[src/rtl/alsu_req_scheduler_pkg.sv]
// Shared definitions for the ALSU request scheduler: op packing, opcodes,
// FSM states and the illegal-op check applied at issue.
package alsu_sched_pkg;

  localparam int OP_W       = 16;
  localparam int FIELD_W    = 3;
  localparam int A_LSB      = 13;
  localparam int B_LSB      = 10;
  localparam int OPC_LSB    = 7;
  localparam int CIN_BIT    = 6;
  localparam int SERIAL_BIT = 5;
  localparam int DIR_BIT    = 4;
  localparam int RED_A_BIT  = 3;
  localparam int RED_B_BIT  = 2;
  localparam int BYP_A_BIT  = 1;
  localparam int BYP_B_BIT  = 0;

  // All-zero op: the ALSU computes A&B = 0, which clears its out register.
  localparam logic [OP_W-1:0] IDLE_OP = '0;

  localparam logic [FIELD_W-1:0] OP_AND   = 3'b000;
  localparam logic [FIELD_W-1:0] OP_XOR   = 3'b001;
  localparam logic [FIELD_W-1:0] OP_ADD   = 3'b010;
  localparam logic [FIELD_W-1:0] OP_MULT  = 3'b011;
  localparam logic [FIELD_W-1:0] OP_SHIFT = 3'b100;
  localparam logic [FIELD_W-1:0] OP_ROT   = 3'b101;
  localparam logic [FIELD_W-1:0] OP_INV0  = 3'b110;
  localparam logic [FIELD_W-1:0] OP_INV1  = 3'b111;

  typedef enum logic {
    ARB    = 1'b0,
    LOCKED = 1'b1
  } sched_state_e;

  function automatic logic [FIELD_W-1:0] op_opcode(input logic [OP_W-1:0] op);
    return op[OPC_LSB +: FIELD_W];
  endfunction

  // Reduction is only meaningful for AND/XOR; a bypass bit overrides everything.
  function automatic logic op_illegal(input logic [OP_W-1:0] op);
    logic [FIELD_W-1:0] opc;
    logic               red;
    logic               byp;
    opc = op_opcode(op);
    red = op[RED_A_BIT] | op[RED_B_BIT];
    byp = op[BYP_A_BIT] | op[BYP_B_BIT];
    if (opc == OP_INV0 || opc == OP_INV1) begin
      return 1'b1;
    end
    return red && !byp && (opc >= OP_ADD) && (opc <= OP_ROT);
  endfunction

endpackage

[src/rtl/alsu_req_scheduler_if.sv]
// Requester, ALSU-pin and response bundle of the ALSU request scheduler.
// slave is the scheduler side, master the requester/ALSU environment side.
interface alsu_req_scheduler_if #(
  parameter int NUM_REQ = 2
) ();

  localparam int OP_W = alsu_sched_pkg::OP_W;
  localparam int ID_W = (NUM_REQ > 1) ? $clog2(NUM_REQ) : 1;

  logic [NUM_REQ-1:0]      req_valid;
  logic [NUM_REQ-1:0]      req_ready;
  logic [NUM_REQ*OP_W-1:0] req_op;
  logic [NUM_REQ-1:0]      req_lock;

  logic [OP_W-1:0]         alsu_op;
  logic [5:0]              alsu_out;
  logic                    alsu_valid;

  logic                    rsp_valid;
  logic [ID_W-1:0]         rsp_id;
  logic [5:0]              rsp_data;
  logic                    rsp_err;
  logic [7:0]              err_count;
  logic                    locked;

  modport slave (
    input  req_valid, req_op, req_lock, alsu_out, alsu_valid,
    output req_ready, alsu_op, rsp_valid, rsp_id, rsp_data, rsp_err,
           err_count, locked
  );

  modport master (
    output req_valid, req_op, req_lock, alsu_out, alsu_valid,
    input  req_ready, alsu_op, rsp_valid, rsp_id, rsp_data, rsp_err,
           err_count, locked
  );

endinterface

[src/rtl/alsu_req_scheduler_rr_arbiter.sv]
// Combinational round-robin arbiter: one-hot grant to the first set request
// found when searching upward (with wrap) from ptr.
module rr_arbiter #(
  parameter int NUM_REQ = 2,
  parameter int ID_W    = 1
) (
  input  logic [NUM_REQ-1:0] req,
  input  logic [ID_W-1:0]    ptr,
  output logic [NUM_REQ-1:0] grant
);

  logic [NUM_REQ-1:0] req_rot;
  logic [NUM_REQ-1:0] grant_rot;
  logic               seen;

  // Rotate so that ptr sits at bit 0, pick the lowest set bit, rotate back.
  for (genvar gi = 0; gi < NUM_REQ; gi++) begin : g_rot
    assign req_rot[gi] = req[ID_W'((int'(ptr) + gi) % NUM_REQ)];
    assign grant[gi]   = grant_rot[ID_W'((gi + NUM_REQ - int'(ptr)) % NUM_REQ)];
  end

  always_comb begin
    seen      = 1'b0;
    grant_rot = '0;
    for (int i = 0; i < NUM_REQ; i++) begin
      grant_rot[i] = req_rot[i] & ~seen;
      seen         = seen | req_rot[i];
    end
  end

endmodule

[src/rtl/alsu_req_scheduler.sv]
// Round-robin front end for the ALSU: arbitrates requesters (with lock for
// dependent shift/rotate chains), registers the op onto the ALSU pins and
// routes the ALSU result back tagged with requester id and error flag.
module alsu_req_scheduler
  import alsu_sched_pkg::*;
#(
  parameter int NUM_REQ      = 2,
  parameter int LOCK_TIMEOUT = 4
) (
  input  logic                 clk,
  input  logic                 rst,
  alsu_req_scheduler_if.slave  bus
);

  localparam int ID_W = (NUM_REQ > 1) ? $clog2(NUM_REQ) : 1;
  localparam logic [3:0] IDLE_LIMIT = 4'(LOCK_TIMEOUT - 1);

  typedef struct packed {
    logic            v;
    logic [ID_W-1:0] id;
    logic            ill;
  } tag_t;

  sched_state_e    state_reg, state_next;
  logic [ID_W-1:0] ptr_reg, ptr_next;
  logic [ID_W-1:0] owner_reg, owner_next;
  logic [3:0]      idle_cnt_reg, idle_cnt_next;

  logic [OP_W-1:0] alsu_op_reg;
  tag_t            issue_tag_reg;
  tag_t            rsp_tag_reg;
  logic [7:0]      err_count_reg;

  logic [NUM_REQ-1:0] grant;
  logic [NUM_REQ-1:0] owner_onehot;
  logic [NUM_REQ-1:0] ready;
  logic [ID_W-1:0]    grant_id;
  logic [ID_W-1:0]    sel_id;
  logic [OP_W-1:0]    op_arr [NUM_REQ];
  logic [OP_W-1:0]    sel_op;
  logic               sel_lock;
  logic               hs;
  logic               lock_timeout;
  logic               rsp_err_w;

  function automatic logic [ID_W-1:0] next_ptr(input logic [ID_W-1:0] id);
    if (int'(id) == NUM_REQ - 1) begin
      return '0;
    end
    return id + 1'b1;
  endfunction

  rr_arbiter #(
    .NUM_REQ (NUM_REQ),
    .ID_W    (ID_W)
  ) u_arb (
    .req   (bus.req_valid),
    .ptr   (ptr_reg),
    .grant (grant)
  );

  for (genvar gi = 0; gi < NUM_REQ; gi++) begin : g_req
    assign owner_onehot[gi] = (owner_reg == ID_W'(gi));
    assign op_arr[gi]       = bus.req_op[gi*OP_W +: OP_W];
  end

  always_comb begin
    grant_id = '0;
    for (int i = 0; i < NUM_REQ; i++) begin
      if (grant[i]) begin
        grant_id = ID_W'(i);
      end
    end
  end

  // State register
  always_ff @(posedge clk or posedge rst) begin
    if (rst) begin
      state_reg    <= ARB;
      ptr_reg      <= '0;
      owner_reg    <= '0;
      idle_cnt_reg <= '0;
    end else begin
      state_reg    <= state_next;
      ptr_reg      <= ptr_next;
      owner_reg    <= owner_next;
      idle_cnt_reg <= idle_cnt_next;
    end
  end

  // Output / selection logic: ready is held low while reset is asserted.
  always_comb begin
    ready  = '0;
    sel_id = (state_reg == ARB) ? grant_id : owner_reg;
    if (!rst) begin
      ready = (state_reg == ARB) ? grant : owner_onehot;
    end
  end

  assign hs           = |(ready & bus.req_valid);
  assign sel_op       = op_arr[sel_id];
  assign sel_lock     = bus.req_lock[sel_id];
  assign lock_timeout = (state_reg == LOCKED) && !bus.req_valid[owner_reg] &&
                        (idle_cnt_reg == IDLE_LIMIT);

  // Next-state logic
  always_comb begin
    state_next    = state_reg;
    ptr_next      = ptr_reg;
    owner_next    = owner_reg;
    idle_cnt_next = idle_cnt_reg;
    case (state_reg)
      ARB: begin
        idle_cnt_next = '0;
        if (hs) begin
          ptr_next = next_ptr(sel_id);
          if (sel_lock) begin
            state_next = LOCKED;
            owner_next = sel_id;
          end
        end
      end
      LOCKED: begin
        if (hs) begin
          idle_cnt_next = '0;
          if (!sel_lock) begin
            state_next = ARB;
            ptr_next   = next_ptr(owner_reg);
          end
        end else if (lock_timeout) begin
          state_next    = ARB;
          ptr_next      = next_ptr(owner_reg);
          idle_cnt_next = '0;
        end else begin
          idle_cnt_next = idle_cnt_reg + 4'd1;
        end
      end
      default: state_next = ARB;
    endcase
  end

  // Issue register plus two tag stages: the second lines up with the
  // cycle in which the ALSU presents the registered result.
  always_ff @(posedge clk or posedge rst) begin
    if (rst) begin
      alsu_op_reg   <= IDLE_OP;
      issue_tag_reg <= '0;
      rsp_tag_reg   <= '0;
      err_count_reg <= '0;
    end else begin
      alsu_op_reg       <= hs ? sel_op : IDLE_OP;
      issue_tag_reg.v   <= hs;
      issue_tag_reg.id  <= sel_id;
      issue_tag_reg.ill <= hs & op_illegal(sel_op);
      rsp_tag_reg       <= issue_tag_reg;
      if (rsp_err_w && err_count_reg != 8'hFF) begin
        err_count_reg <= err_count_reg + 8'd1;
      end
    end
  end

  assign rsp_err_w = rsp_tag_reg.v & (rsp_tag_reg.ill | ~bus.alsu_valid);

  assign bus.req_ready = ready;
  assign bus.alsu_op   = alsu_op_reg;
  assign bus.rsp_valid = rsp_tag_reg.v;
  assign bus.rsp_id    = rsp_tag_reg.v ? rsp_tag_reg.id : '0;
  assign bus.rsp_data  = bus.alsu_out;
  assign bus.rsp_err   = rsp_err_w;
  assign bus.err_count = err_count_reg;
  assign bus.locked    = (state_reg == LOCKED);

endmodule

[src/flat_wrapper.sv]
// flat-port wrapper written by rule: the top's interface ports become plain ports
module alsu_req_scheduler_flat import alsu_sched_pkg::*;
#(
  parameter int NUM_REQ      = 2,
  parameter int LOCK_TIMEOUT = 4
)
  (clk, rst, bus_req_valid, bus_req_op, bus_req_lock, bus_alsu_out, bus_alsu_valid, bus_req_ready, bus_alsu_op, bus_rsp_valid, bus_rsp_id, bus_rsp_data, bus_rsp_err, bus_err_count, bus_locked);
  alsu_req_scheduler_if #(.NUM_REQ(NUM_REQ)) bus_i ();
  input  logic clk;
  input  logic rst;
  input wire logic [$bits(bus_i.req_valid)-1:0] bus_req_valid;
  input wire logic [$bits(bus_i.req_op)-1:0] bus_req_op;
  input wire logic [$bits(bus_i.req_lock)-1:0] bus_req_lock;
  input wire logic [$bits(bus_i.alsu_out)-1:0] bus_alsu_out;
  input wire logic [$bits(bus_i.alsu_valid)-1:0] bus_alsu_valid;
  output wire logic [$bits(bus_i.req_ready)-1:0] bus_req_ready;
  output wire logic [$bits(bus_i.alsu_op)-1:0] bus_alsu_op;
  output wire logic [$bits(bus_i.rsp_valid)-1:0] bus_rsp_valid;
  output wire logic [$bits(bus_i.rsp_id)-1:0] bus_rsp_id;
  output wire logic [$bits(bus_i.rsp_data)-1:0] bus_rsp_data;
  output wire logic [$bits(bus_i.rsp_err)-1:0] bus_rsp_err;
  output wire logic [$bits(bus_i.err_count)-1:0] bus_err_count;
  output wire logic [$bits(bus_i.locked)-1:0] bus_locked;
  assign bus_i.req_valid = bus_req_valid;
  assign bus_i.req_op = bus_req_op;
  assign bus_i.req_lock = bus_req_lock;
  assign bus_i.alsu_out = bus_alsu_out;
  assign bus_i.alsu_valid = bus_alsu_valid;
  assign bus_req_ready = bus_i.req_ready;
  assign bus_alsu_op = bus_i.alsu_op;
  assign bus_rsp_valid = bus_i.rsp_valid;
  assign bus_rsp_id = bus_i.rsp_id;
  assign bus_rsp_data = bus_i.rsp_data;
  assign bus_rsp_err = bus_i.rsp_err;
  assign bus_err_count = bus_i.err_count;
  assign bus_locked = bus_i.locked;
  alsu_req_scheduler #(.NUM_REQ(NUM_REQ), .LOCK_TIMEOUT(LOCK_TIMEOUT)) u_core (.clk(clk), .rst(rst), .bus(bus_i));
endmodule
[config.mk]
export PLATFORM = sky130hd
export DESIGN_NAME = alsu_req_scheduler_flat
export DESIGN_NICKNAME = d
export VERILOG_FILES = /design/src/rtl/alsu_req_scheduler_pkg.sv /design/src/rtl/alsu_req_scheduler_if.sv /design/src/rtl/alsu_req_scheduler_rr_arbiter.sv /design/src/rtl/alsu_req_scheduler.sv /design/src/flat_wrapper.sv
export SDC_FILE = /design/constraint.sdc
export NUM_CORES = 1
export LEC_CHECK = 0
export CAP_MARGIN = 20
export CELL_PAD_IN_SITES_DETAIL_PLACEMENT = 2
export CELL_PAD_IN_SITES_GLOBAL_PLACEMENT = 2
export CORE_MARGIN = 3
export CORE_UTILIZATION = 25
export DETAILED_ROUTE_END_ITERATION = 16
export PLACE_DENSITY_LB_ADDON = 0.1
export REMOVE_ABC_BUFFERS = 1
export SLEW_MARGIN = 0
export SYNTH_ARGS = -nofsm -noshare
export SYNTH_HDL_FRONTEND = slang
export SYNTH_HIERARCHICAL = 1
export SYNTH_SLANG_ARGS = --single-unit
[constraint.sdc]
create_clock -name clk -period 2.8 [get_ports clk]
set_input_delay 0.56 -clock clk [delete_from_list [all_inputs] [get_ports clk]]
set_output_delay 0.56 -clock clk [all_outputs]
set_load 0.02 [all_outputs]
* Yosys cells after proc, flatten, opt, wreduce, memory -nomap -nowiden *
Index checks and enable logic that the tools add are counted.

operators by class
  multiply operators = 0
  bitwise gates (word level) = 10
  add/subtract/negate cells = 6
  equality and inequality tests = 7
  reductions and logical operators = 12
  shift operators = 0
  divide/modulo/power cells = 0
  $lt $le $gt $ge = 8
  multiplexer cells = 50

operator list
  cell                                                                number
  2-to-1 mux 16 bit                                                   4
  2-to-1 mux 1 bit                                                    39
  < comparator 1 x 3 -> 1 bit (second input constant)                 3
  adder 8 x 1 -> 8 bit (second input constant)                        1
  2-to-1 mux 4 bit                                                    2
  inequality test 8 bit (second input constant)                       1
  case mux 4 bit (2 select lines)                                     1
  equality test 3 bit (second input constant)                         2
  logical AND 1 bit                                                   6
  inequality test 3 bit (second input constant)                       2
  AND reduction 3 bit                                                 2
  adder 4 x 1 -> 4 bit (second input constant)                        1
  equality test 4 x 2 -> 1 bit (second input constant)                1
  < comparator 1 x 2 -> 1 bit (second input constant)                 2
  2-to-1 mux 2 bit                                                    2
  case mux 1 bit (2 select lines)                                     2
  greater-or-equal comparator 3 x 2 -> 1 bit (second input constant)  1
  <= comparator 3 bit (second input constant)                         1
  NOT 1 bit                                                           3
  bitwise OR 1 bit                                                    3
  adder 1 bit (second input constant)                                 2
  bitwise AND 1 bit                                                   2
  bitwise AND 2 bit                                                   1
  greater-or-equal comparator 2 bit (second input constant)           1
  6 further kinds                                                     8

word-level totals
  output and inout port bits = 36
  bits of input ports = 45
  logic and storage cells = 105
  memories = 0
  flip-flop bits (word level) = 37
  bits in writable memories = 0
  bits in latches = 0
  memory bits (read-only) = 0

* Longest topological paths before layout *
  depth after elaboration = 18
  depth in mapped cells = 7
  gate-level depth less buffers = 5

* Cells and area by module *
The synthesis kept the hierarchy.

modules (own cells, without submodules)
  module              instances  cells each  area each (µm²)  seq. area each (µm²)
  alsu_req_scheduler  1          164         1692.9           925.9
  rr_arbiter          1          2           15.0             0.0

* Worst setup path before layout *
No wires, ideal clock.

  path type = in2reg
  start = input rst
  end = register u_core.owner_reg
  cell stages on the path = 4
  buffers on the path = 0
  library setup time = 128 ps
  arrival = 2306 ps
  required time = 2672 ps
  setup slack = 367 ps
  cell sequence = inv_1 nand3_1 a211oi_1 mux2_1

between the ends
  longest elaborated chain between the ends = 4

RTL lines
  item                                  line                       RTL
  from (decl)                           flat_wrapper.sv:10         input logic rst;
  2-to-1 mux 2 bit                      alsu_req_scheduler.sv:95   if (!rst) begin
  bitwise AND 2 bit                     alsu_req_scheduler.sv:100  assign hs = |(ready & bus.req_valid);
  OR reduction 2 bit                    alsu_req_scheduler.sv:100
  AND reduction 3 bit (no source line)  -
  to (signal assigned)                  alsu_req_scheduler.sv:86   owner_reg <= owner_next;
  to (decl)                             alsu_req_scheduler.sv:26   logic [ID_W-1:0] owner_reg, owner_next;

No other way between the ends.
A chain may end at the register's enable or synchronous reset.

* Worst setup path after layout *
  start = input bus_req_valid[0]
  end = output bus_req_ready[0]

between the ends
  longest elaborated chain between the ends = 6

RTL lines
  item                                                  line                                 RTL
  from (decl)                                           flat_wrapper.sv:11                   input wire logic [$bits(bus_i.req_valid)-1:0] bus_req_valid;
  2-to-1 mux 1 bit (not written as such) (2 in series)  alsu_req_scheduler_rr_arbiter.sv:18  assign req_rot[gi] = req[ID_W'((int'(ptr) + gi) % NUM_REQ)];
  2-to-1 mux 1 bit (not written as such) (2 in series)  alsu_req_scheduler_rr_arbiter.sv:19  assign grant[gi] = grant_rot[ID_W'((gi + NUM_REQ - int'(ptr)) % NUM_REQ)];
  2-to-1 mux 2 bit                                      alsu_req_scheduler.sv:96             ready = (state_reg == ARB) ? grant : owner_onehot;
  2-to-1 mux 2 bit                                      alsu_req_scheduler.sv:95
  to (decl)                                             flat_wrapper.sv:16                   output wire logic [$bits(bus_i.req_ready)-1:0] bus_req_ready;

No other way between the ends. The select of a mux whose other input is x is not followed.

==> results.tsv <==
metric	value	unit
post-cts gate resize count	0	
clock latency at the later pin of the worst-skew pair	0.29	ns
post-cts hold buffer count	0	
root buf cell	clkbuf_8	
overflow left after global routing	0	
routability-driven placement congestion ratio	0.726	
max-cap violations	0	
slowest stage cell on the critical path	clkdlybuf4s50_1	
horizontal die dimension	86.3	um
die area	7450	um^2
count of endpoints failing hold in the final timing report	0	
Final Routed Wirelength	4810	um
share of the clock period used by the worst path	95.1	%
worst clock skew	0.00742	ns
maximum clock path buffer count	2	
Avg Cell Area, Syn	10.3	um^2
ANT cells	0	
total number of H-tree levels	2	
HPWL after detailed placement	3710	um
overall power consumption	1.96	mW
highest ir drop seen on vdd	0.341	mV
Setup WS post-layout	0.137	ns
Top delay family on crit path	buffers and inverters	
largest driver fanout on the critical path	5	
number of failing setup endpoints in the final timing report	0	
DRC violation count after routing	0	
TritonCTS clock tree	built	
effective utilization at floorplan	26.4	%
buffer and inverter count on the worst path	2	
leakage power summed over all cells	1.08	nW
Crit Path Category	in2out	
number of input and output port buffers inserted	68	
iteration count of the initial detailed-routing pass	2	
Setup crit end kind	output port	
Final TNS setup	0	ns
number of antenna violations at the first check in global routing	0	
Worst-path clk slew	0.06	ns
final-stage net count	269	
slew of the pin with the lowest slew margin	0.466	ns
wire length per cell	16.2	um
required time at the worst-slack endpoint	2.24	ns
Largest register FFs	16	
GRT Util Overall	13.8	%
number of antenna-violating nets in the routed design	0	
Die Y	86.3	um
Setup Buffers After CTS	0	
highest attainable clock frequency	376	MHz
crit path time final	2.66	ns
Final Max Slew Viols	0	
pin count of the biggest net entering global routing	37	
number of sinks handled by clock tree synthesis	36	
number of warnings issued by yosys	6	
fraction of final layout cells sized beyond drive strength 1	8.56	%
Max stage delay on crit path	0.64	ns
mapped cell area	1610	um^2
Pwr Density	807	nW/um^2
most repeated library cell on the critical path	clkdlybuf4s50_1	
vias in the first global route	1611	
total via count in the routed design	1391	
total CTS buffers	5	
critical-path cell list	clkdlybuf4s50_1, nor2_1, a211oi_1, clkdlybuf4s50_1	
via count normalized by instance count	4.68	
synthesized instance count	156	
outcome	finished clean	
drt first-iter violations	26	
site row count	28	
area added between synthesis and finish	50.5	%
Top Ports	81	
worst setup slack after placement	0.115	ns
type of the tightest min-delay check	reg2reg	
kind of start point of the critical path	primary input	
worst max-slew margin expressed relative to the limit	68.9	%
area of the core	6100	um^2
first-pass GRT wire length	7920	um
arrival time of data at the critical path endpoint	2.10	ns
unrepaired setup endpoints after global routing	false	
Filler cells	674	
-- through the flow --
step / util (%) / std cells / hold WS [ns] / instance area, um^2
2_1_floorplan: - / 142 / 0.331 / 1520
3_5_place_dp: 38.2 / 290 / 0.336 / 2330
5_1_grt: 39.8 / 297 / 0.361 / 2430
6_report: 39.8 / 297 / 0.349 / 2430
4_1_cts: 39.8 / 297 / 0.352 / 2430
3_3_place_gp: 38.2 / 290 / 0.333 / 2330
-- path summary, 6_finish.rpt --
path / from / to / slack (ns) / depth (start not counted)
min in group asynchronous: rst / u_core/bus.alsu_op[13] / 0.81 / 3
hold reg to reg: u_core/issue_tag_reg[2] / u_core/bus.rsp_valid / 0.35 / 0
hold / removal: u_core/issue_tag_reg[2] / u_core/bus.rsp_valid / 0.35 / 0
max in group asynchronous: rst / u_core/bus.err_count[2] / 1.66 / 3
setup reg to reg: u_core/bus.locked / u_core/owner_reg / 0.83 / 5
setup / recovery: bus_req_valid[0] / bus_req_ready[0] / 0.14 / 4
-- where the power goes --
part	total (mW)	switching (mW)	internal [mW]
registers	0.765	0.117	0.648
logic	0.795	0.418	0.377
clock network	0.398	0.179	0.219
-- layer usage --
| metal | global-route usage (%) | routed length [um] |
|---|---|---|
| met1 | 14.0 | 1840 |
| met2 | 25.1 | 2480 |
| met3 | 6.18 | 423 |
| met4 | 4.82 | 67 |
| met5 | 0 | 0 |
-- area by class of cell --
type	count	area [um^2]	area share [%]
Timing Repair Buffer	73	718	29.6
Inverter	4	15.0	0.619
Clock buffer	7	96.3	3.97
Tap cell	75	93.8	3.87
Sequential cell	36	901	37.1
Multi-Input combinational cell	102	602	24.8
-- placed cells by master (no fill, tap or decap), types with 3 or more instances in the layout --
master	count
a21oi_1	15
and2_1	3
buf_4	5
clkbuf_8	7
clkdlybuf4s50_1	68
dfrtp_1	36
nand2_1	31
nand3_1	4
nand4_1	3
nor2_1	10
nor3_1	3
xor2_1	7
No activity file was read; power rests on OpenSTA's default activity.
